**config.mk**
```make
export PLATFORM = sky130hd
export DESIGN_NAME = pipe_ctrl
export DESIGN_NICKNAME = d
export VERILOG_FILES = /design/src/rtl/pipe_ctrl_pkg.sv /design/src/rtl/pipe_ctrl_hazard_detect.sv /design/src/rtl/pipe_ctrl.sv
export SDC_FILE = /design/constraint.sdc
export NUM_CORES = 1
export LEC_CHECK = 0
export ABC_AREA = 1
export BUFFER_PORTS_ARGS = -buffer_cell sky130_fd_sc_hd__buf_2
export CORE_ASPECT_RATIO = 1.5
export CORE_MARGIN = 1.5
export CORE_UTILIZATION = 35
export CTS_CLUSTER_SIZE = 24
export DETAILED_ROUTE_END_ITERATION = 8
export PLACE_DENSITY_LB_ADDON = 0.05
export REMOVE_ABC_BUFFERS = 1
export SETUP_SLACK_MARGIN = 0.15
export SLEW_MARGIN = 20
export SYNTH_ARGS = -nofsm -noshare
export SYNTH_HDL_FRONTEND = slang
export SYNTH_SLANG_ARGS = --single-unit
```
**constraint.sdc**
```tcl
create_clock -name Clk_Core -period 1.5 [get_ports Clk_Core]
set_input_delay 0.225 -clock Clk_Core [delete_from_list [all_inputs] [get_ports Clk_Core]]
set_output_delay 0.225 -clock Clk_Core [all_outputs]
set_load 0.05 [all_outputs]
```
**src/rtl/pipe_ctrl_pkg.sv**
```systemverilog
// Shared types and constants for the RV32IM pipeline sequencer.
package pipe_ctrl_pkg;

  localparam int unsigned REG_AWIDTH = 5;
  localparam logic [31:0] NOP_INSTR  = 32'h0000_0013;

  typedef enum logic [2:0] {
    BOOT,
    RUN,
    FLUSH,
    MDWAIT,
    HALT
  } pipe_state_t;

endpackage

```
**src/rtl/pipe_ctrl_hazard_detect.sv**
```systemverilog
// Load-use hazard compare: a load in execute whose rd feeds a source operand of the decode instruction.
module pipe_ctrl_hazard_detect
  import pipe_ctrl_pkg::*;
(
  input  logic [REG_AWIDTH-1:0] dec_rs1_addr_i,
  input  logic [REG_AWIDTH-1:0] dec_rs2_addr_i,
  input  logic                  dec_uses_rs1_i,
  input  logic                  dec_uses_rs2_i,
  input  logic                  ex_mem_read_i,
  input  logic [REG_AWIDTH-1:0] ex_rd_addr_i,
  output logic                  load_use_hazard_o
);

  logic rs1_match;
  logic rs2_match;
  logic rd_live;

  // x0 is never written, so a load targeting it cannot create a dependency
  assign rd_live   = ex_mem_read_i && (ex_rd_addr_i != '0);
  assign rs1_match = dec_uses_rs1_i && (dec_rs1_addr_i == ex_rd_addr_i);
  assign rs2_match = dec_uses_rs2_i && (dec_rs2_addr_i == ex_rd_addr_i);

  assign load_use_hazard_o = rd_live && (rs1_match || rs2_match);

endmodule

```
**src/rtl/pipe_ctrl.sv**
```systemverilog
// Pipeline sequencer: boot hold-off, branch flush, load-use/mul-div stalls, ebreak halt.
// Optional performance counters enabled by defining PIPE_CTRL_PERF_COUNTERS_EN.
module pipe_ctrl
  import pipe_ctrl_pkg::*;
#(
  parameter int unsigned BOOT_CYCLES    = 2,
  parameter int unsigned FLUSH_DEPTH    = 2,
  parameter int unsigned PERF_CNT_WIDTH = 32
) (
  input  logic                      Clk_Core,
  input  logic                      Rst_Core_N,
  input  logic [REG_AWIDTH-1:0]     Dec_Rs1_Addr,
  input  logic [REG_AWIDTH-1:0]     Dec_Rs2_Addr,
  input  logic                      Dec_Uses_Rs1,
  input  logic                      Dec_Uses_Rs2,
  input  logic                      Ex_Mem_Read,
  input  logic [REG_AWIDTH-1:0]     Ex_Rd_Addr,
  input  logic                      Branch_Taken,
  input  logic                      Mul_Div_Start,
  input  logic                      Mul_Div_Done,
  input  logic                      Halt_Req,
  input  logic                      Resume,
  output logic                      Run,
  output logic                      Decode_Stall,
  output logic                      Ex_Stall,
  output logic                      Fetch_Flush,
  output logic                      Ex_Bubble,
  output logic                      Halted,
  output logic [PERF_CNT_WIDTH-1:0] Stall_Count,
  output logic [PERF_CNT_WIDTH-1:0] Flush_Count
);

  localparam int unsigned BOOT_W = (BOOT_CYCLES > 1) ? $clog2(BOOT_CYCLES) : 1;
  localparam int unsigned FL_W   = $clog2(FLUSH_DEPTH + 1);

  pipe_state_t       state_q, state_d;
  logic [BOOT_W-1:0] boot_cnt_q, boot_cnt_d;
  logic [FL_W-1:0]   flush_cnt_q, flush_cnt_d;

  logic load_use_hazard;
  logic run_c, dec_stall_c, ex_stall_c, fetch_flush_c, ex_bubble_c, halted_c;

  pipe_ctrl_hazard_detect u_hazard_detect (
    .dec_rs1_addr_i    (Dec_Rs1_Addr),
    .dec_rs2_addr_i    (Dec_Rs2_Addr),
    .dec_uses_rs1_i    (Dec_Uses_Rs1),
    .dec_uses_rs2_i    (Dec_Uses_Rs2),
    .ex_mem_read_i     (Ex_Mem_Read),
    .ex_rd_addr_i      (Ex_Rd_Addr),
    .load_use_hazard_o (load_use_hazard)
  );

  always_ff @(posedge Clk_Core or negedge Rst_Core_N) begin
    if (!Rst_Core_N) begin
      state_q     <= BOOT;
      boot_cnt_q  <= '0;
      flush_cnt_q <= '0;
    end else begin
      state_q     <= state_d;
      boot_cnt_q  <= boot_cnt_d;
      flush_cnt_q <= flush_cnt_d;
    end
  end

  // Next state and combinational pipe controls
  always_comb begin
    state_d       = state_q;
    boot_cnt_d    = boot_cnt_q;
    flush_cnt_d   = flush_cnt_q;
    run_c         = 1'b0;
    dec_stall_c   = 1'b0;
    ex_stall_c    = 1'b0;
    fetch_flush_c = 1'b0;
    ex_bubble_c   = 1'b0;
    halted_c      = 1'b0;

    case (state_q)
      BOOT: begin
        fetch_flush_c = 1'b1;
        if (boot_cnt_q == BOOT_W'(BOOT_CYCLES - 1)) begin
          state_d    = RUN;
          boot_cnt_d = '0;
        end else begin
          boot_cnt_d = boot_cnt_q + BOOT_W'(1);
        end
      end

      RUN: begin
        // A taken branch squashes a same-cycle halt: the ebreak is on the wrong path
        if (Branch_Taken) begin
          run_c         = 1'b1;
          fetch_flush_c = 1'b1;
          ex_bubble_c   = 1'b1;
          if (FLUSH_DEPTH > 1) begin
            state_d     = FLUSH;
            flush_cnt_d = FL_W'(FLUSH_DEPTH - 1);
          end
        end else if (Halt_Req) begin
          dec_stall_c = 1'b1;
          ex_bubble_c = 1'b1;
          state_d     = HALT;
        end else if (Mul_Div_Start && !Mul_Div_Done) begin
          dec_stall_c = 1'b1;
          ex_stall_c  = 1'b1;
          state_d     = MDWAIT;
        end else if (load_use_hazard) begin
          dec_stall_c = 1'b1;
          ex_bubble_c = 1'b1;
        end else begin
          run_c = 1'b1;
        end
      end

      FLUSH: begin
        run_c         = 1'b1;
        fetch_flush_c = 1'b1;
        if (flush_cnt_q <= FL_W'(1)) begin
          state_d     = RUN;
          flush_cnt_d = '0;
        end else begin
          flush_cnt_d = flush_cnt_q - FL_W'(1);
        end
      end

      MDWAIT: begin
        if (Mul_Div_Done) begin
          run_c   = 1'b1;
          state_d = RUN;
        end else begin
          dec_stall_c = 1'b1;
          ex_stall_c  = 1'b1;
        end
      end

      HALT: begin
        dec_stall_c = 1'b1;
        ex_bubble_c = 1'b1;
        halted_c    = 1'b1;
        if (Resume) begin
          state_d = RUN;
        end
      end

      default: begin
        state_d = BOOT;
      end
    endcase
  end

  assign Run          = run_c;
  assign Decode_Stall = dec_stall_c;
  assign Ex_Stall     = ex_stall_c;
  assign Fetch_Flush  = fetch_flush_c;
  assign Ex_Bubble    = ex_bubble_c;
  assign Halted       = halted_c;

`ifdef PIPE_CTRL_PERF_COUNTERS_EN
  logic [PERF_CNT_WIDTH-1:0] stall_perf_q;
  logic [PERF_CNT_WIDTH-1:0] flush_perf_q;
  logic                      stall_inc;
  logic                      flush_inc;

  assign stall_inc = !run_c && (state_q != BOOT) && (state_q != HALT);
  assign flush_inc = fetch_flush_c && (state_q != BOOT);

  // Saturating event counters
  always_ff @(posedge Clk_Core or negedge Rst_Core_N) begin
    if (!Rst_Core_N) begin
      stall_perf_q <= '0;
      flush_perf_q <= '0;
    end else begin
      if (stall_inc && (stall_perf_q != '1)) begin
        stall_perf_q <= stall_perf_q + PERF_CNT_WIDTH'(1);
      end
      if (flush_inc && (flush_perf_q != '1)) begin
        flush_perf_q <= flush_perf_q + PERF_CNT_WIDTH'(1);
      end
    end
  end

  assign Stall_Count = stall_perf_q;
  assign Flush_Count = flush_perf_q;
`else
  assign Stall_Count = '0;
  assign Flush_Count = '0;
`endif

endmodule
```
# Word level (Yosys, flattened, before mapping)
# Index checks and enable logic that the tools add are counted.
# word_totals
reg_bits	6
in_bits	25
word_cells	66
# classes
add_sub_neg	2
n_lt_le_gt_ge	1
n_eq_ne	12
n_mux	35
reduce_logical	13
# ops
operator	n
$mux 3	7
$mux 1	19
$pmux 3 s5	1
$eq 5x5->1	2
$ne 2x2->1 const B	5
$eq 3x2->1 const B	2
$pmux 1 s2	3
$pmux 1 s3	2
$logic_and 1x1->1	5
$reduce_and 5->1	1
$reduce_bool 5->1	1
$mux 2	2
$ne 4x4->1 const B	1
$pmux 2 s2	1
$eq 3x1->1 const B	1
$eq 3x3->1 const B	1
$logic_not 3->1	1
$le 2x1->1 const B	1
$reduce_and 2->1	1
$reduce_bool 2->1	1
$reduce_or 2->1	1
$sub 2x1->2 const B	1
$add 1x1->1 const B	1
$logic_not 1->1	1
$logic_or 1x1->1	1

# Depth between registers and ports, before layout
# logic_depth
word_depth	9
depth_mapped	11
mapped_depth_nobuf	11

# Cells and area by module
# Synthesis repeated with hierarchy kept, for this count alone.
# unflattened
cells_unflattened	186
area_unflattened_um2	1157.4
# by_module_without_submodules
module	instances	cells_each	area_each_um2
pipe_ctrl	1	132	940.9
pipe_ctrl_hazard_detect	1	54	216.5

# Worst setup path before layout
# OpenSTA, ideal clock, no wires.
# synth_path
path_type	reg2out
from	reg state_q[0]
to	out Fetch_Flush
t_arrival_ns	1.531
required_ns	1.275
path_slack_ns	-0.256
stages_incl_launch_ff	2
n_path_buf	0
path_cell_list	dfrtp_1 -> o21ai_0
# synth_between
elab_chain_cells	3
elab_cells_between_ends	5
cone_classes	2 x eq/ne; 1 x mux; 2 x reduce/logical
# synth_rtl
element	line_no	text
start: declaration	pipe_ctrl.sv:36	pipe_state_t state_q, state_d;
start signal: assignment	pipe_ctrl.sv:59	state_q <= state_d;
$eq 3x2->1 / $logic_not 3->1 (equally long branches)	pipe_ctrl.sv:77	case (state_q)
$reduce_or 2->1 (no source line)	--	
$pmux 1 s2 *	pipe_ctrl.sv:77	
end: declaration	pipe_ctrl.sv:26	output logic Fetch_Flush,
# Mark *: on every way between the ends. The rest lies on a longest branch, timed or not.

# Final worst setup path
# layout_path
from	reg state_q[1]
to	out Ex_Stall
# layout_between
elab_chain_cells	2
elab_cells_between_ends	3
cone_classes	2 x eq/ne; 1 x mux
# layout_rtl
element	line_no	text
$eq 3x2->1 / $eq 3x1->1 (equally long branches)	pipe_ctrl.sv:77	
$pmux 1 s2 *	pipe_ctrl.sv:77	
end: declaration	pipe_ctrl.sv:25	output logic Ex_Stall,
# Marks and branches as above.

==> summary.txt <==
Run status
  • Outcome: finished, violations left
  • Failing checks: negative setup slack

Global route
  • GR Util met1: 10.6%
  • Antenna violations before repair: 0
  • GR peak layer: met2
  • Global route overflow: 0
  • Largest net degree at the start of global routing: 7
  • GR Util All Layers: 11.1%
  • First-pass GRT wire length: 3170 um
  • Grt met2 use: 23.9%
  • Met3 usage in global routing: 1.65%
  • Vias in the first global route: 814

Critical path
  • CP startpoint kind: flip-flop
  • Reg2Reg Depth: 10
  • Critical path type: reg2out
  • Required @ worst endpoint: 1.27 ns
  • Crit end category: primary output
  • Critical path origin: state_q[1]
  • Flop2flop setup slack: 0.07 ns
  • Reg2reg end: state_q[1]
  • Crit path DAT: 1.32 ns
  • Max Fanout on Critical Path: 4
  • RR Startpoint: state_q[1]

Floorplan
  • Die W: 49.2 um
  • DIE HEIGHT: 72.3 um
  • Core Box Area: 3100 sq um
  • Die Footprint: 3560 sq um
  • Initial Util: 36.2%
  • Count of boundary I/O pins: 95
  • Row cnt: 25

Layout
  • N_diodes: 0
  • Final core occ: 44.9%
  • Final net count: 255
  • Fillers: 363
  • Area growth, synth to finish: 24.0%
  • Share of layout cells above drive strength 1: 32.5%

Clock tree
  • CTS Sinks: 6
  • H-tree Lvls: 1
  • TritonCTS buffer count: 3
  • Skew-Pair Late Insertion Delay: 0.22 ns
  • CTS max path bufs: 2
  • CTS tree: done
  • Clock transition at the registers of the reported paths: 0.04 ns
  • CTS root buf: clkbuf_8

Yosys
  • Top-area cell type share of the netlist area: 42.9%
  • Post-synth top cells: buf_4, nand2_1, inv_1, nor2_1, nand3_1
  • Synth warnings: 0
  • Gate Count Post-Synth: 182
  • Synth area leader: buf_4
  • Sequential fraction of the synthesis area: 13.4%
  • Netlist cell types: 22
  • Top FF cell, synth: dfrtp_1
  • Asr flop ratio synth: 100%
  • Mapped cell area: 1120 sq um
  • Synth area leaders: buf_4, nand2_1, dfrtp_1
  • Most numerous cell in the Yosys netlist: buf_4
  • FF+latch count, synth: 6
  • Post-synth EDFFs: 0
  • Synth Area per Inst: 6.16 sq um

Hold path
  • Hold Path Depth: 3
  • HP Class: in2reg
  • Worst Min Path Start: Resume
  • WHS Endpoint: state_q[2]

Routing
  • Iteration-0 DRC Markers: 11
  • DRT antenna net count: 0
  • Drt drc: 0
  • Router iterations before antenna repair: 4
  • Vias: 988
  • Routed WL: 2280 um
  • Post-DR wirelength/cell: 8.51 um
  • Vias/cell: 3.69

Power
  • PwrDens: 1520 nW/um^2
  • Leakage power total: 0.847 nW
  • Peak supply drop: 0.654 mV

STA
  • Final Cycle Share: 103%
  • Hold_ws: 0.328 ns
  • Fmax: 648 MHz
  • RSZ-0062 raised after global routing: yes
  • Final hold violation count: 0
  • Max-slew violations: 0
  • Final setup fails: 2
  • Post-layout worst setup margin: -0.0422 ns
  • Post-route minimum period: 1.54 ns
  • Final Skew: 0.00402 ns

Placement
  • Hpwl dp: 1980 um
  • GPL Wtd Cong: 0.782
  • PortBufs: 30

Flow run
  • Max Cap Viol: 0
## logic make-up after synthesis
logic type | count (synthesis) | share of synthesized area [%]
simple gates | 73 | 28.5
xor+xnor | 1 | 0.781
compound gates | 12 | 5.80
flops | 6 | 13.4
other cells | 1 | 0.335
buf+inv | 89 | 51.2
## layer usage
layer	wire (um)	vias to the layer above
li1	-	519
met1	730	441
met2	1440	28
met3	111	0
met4	0	0
met5	0	-
## timing repair
action,CTS,global route
pin swaps,2,20
hold buffers,1,0
gates resized for setup,14,37
setup endpoints to repair,8,8
setup buffers,4,4
endpoints found under the hold margin,6,0
## metrics by stage
stage          power, mW  instance area [sq um]  setup slack [ns]  setup TNS, ns  cells
2_1_floorplan       1.22                    877            -0.256         -0.267    181
3_3_place_gp        1.46                   1110           -0.0220        -0.0277    256
3_5_place_dp        1.46                   1110           -0.0108        -0.0185    256
4_1_cts             1.88                   1230           -0.0364        -0.0777    264
5_1_grt             2.24                   1390            -0.130         -0.402    268
6_report            2.11                   1390           -0.0422        -0.0548    268
## worst max-delay path, stage by stage (launching register included)
cell     delay, ns
dfrtp_1       0.38
inv_4         0.07
nor2_1        0.20
nand3_1       0.16
nand2_1       0.13
buf_6         0.16
## cell type report
cell class / instances / area, sq um / area share (%)
Multi-Input combinational cell: 150 / 694 / 50.0
Timing Repair Buffer: 44 / 354 / 25.5
Sequential cell: 6 / 151 / 10.9
Inverter: 25 / 98.8 / 7.11
Tap cell: 40 / 50.0 / 3.60
Clock buffer: 3 / 41.3 / 2.97
## worst max-delay path by stage
stage,end,slack [ns],cells after the start
floorplan,Fetch_Flush,-0.26,1
global placement,Run,-0.02,11
detailed placement,Run,-0.01,11
CTS,Ex_Stall,-0.04,6
global route,Fetch_Flush,-0.13,6
finish,Ex_Stall,-0.04,5
## registers in the layout, summed over array words and instances (netlist names)
signal	flops
state_q	3
flush_cnt_q	2
boot_cnt_q	1
## report_power, final
part | internal, mW | switching (mW) | leakage [nW]
sequential | 0.226 | 0.0579 | 0.0735
clock | 0.172 | 0.0675 | 0.0216
combinational | 0.530 | 1.06 | 0.752
total | 0.929 | 1.18 | 0.847
## cell usage in the layout (no fill, tap or decap), types with 2 or more instances in the layout
master,n
a21oi_1,2
nor2_1,10
conb_1,64
o21ai_0,4
clkbuf_8,3
buf_8,2
inv_1,13
buf_4,11
nand3_1,7
a31oi_1,2
nor3_4,2
o21ai_1,2
nand2_2,6
inv_2,10
dfrtp_1,5
inv_4,2
nand2_1,40
buf_2,17
buf_6,13
Power figures use the tool's default switching activity.
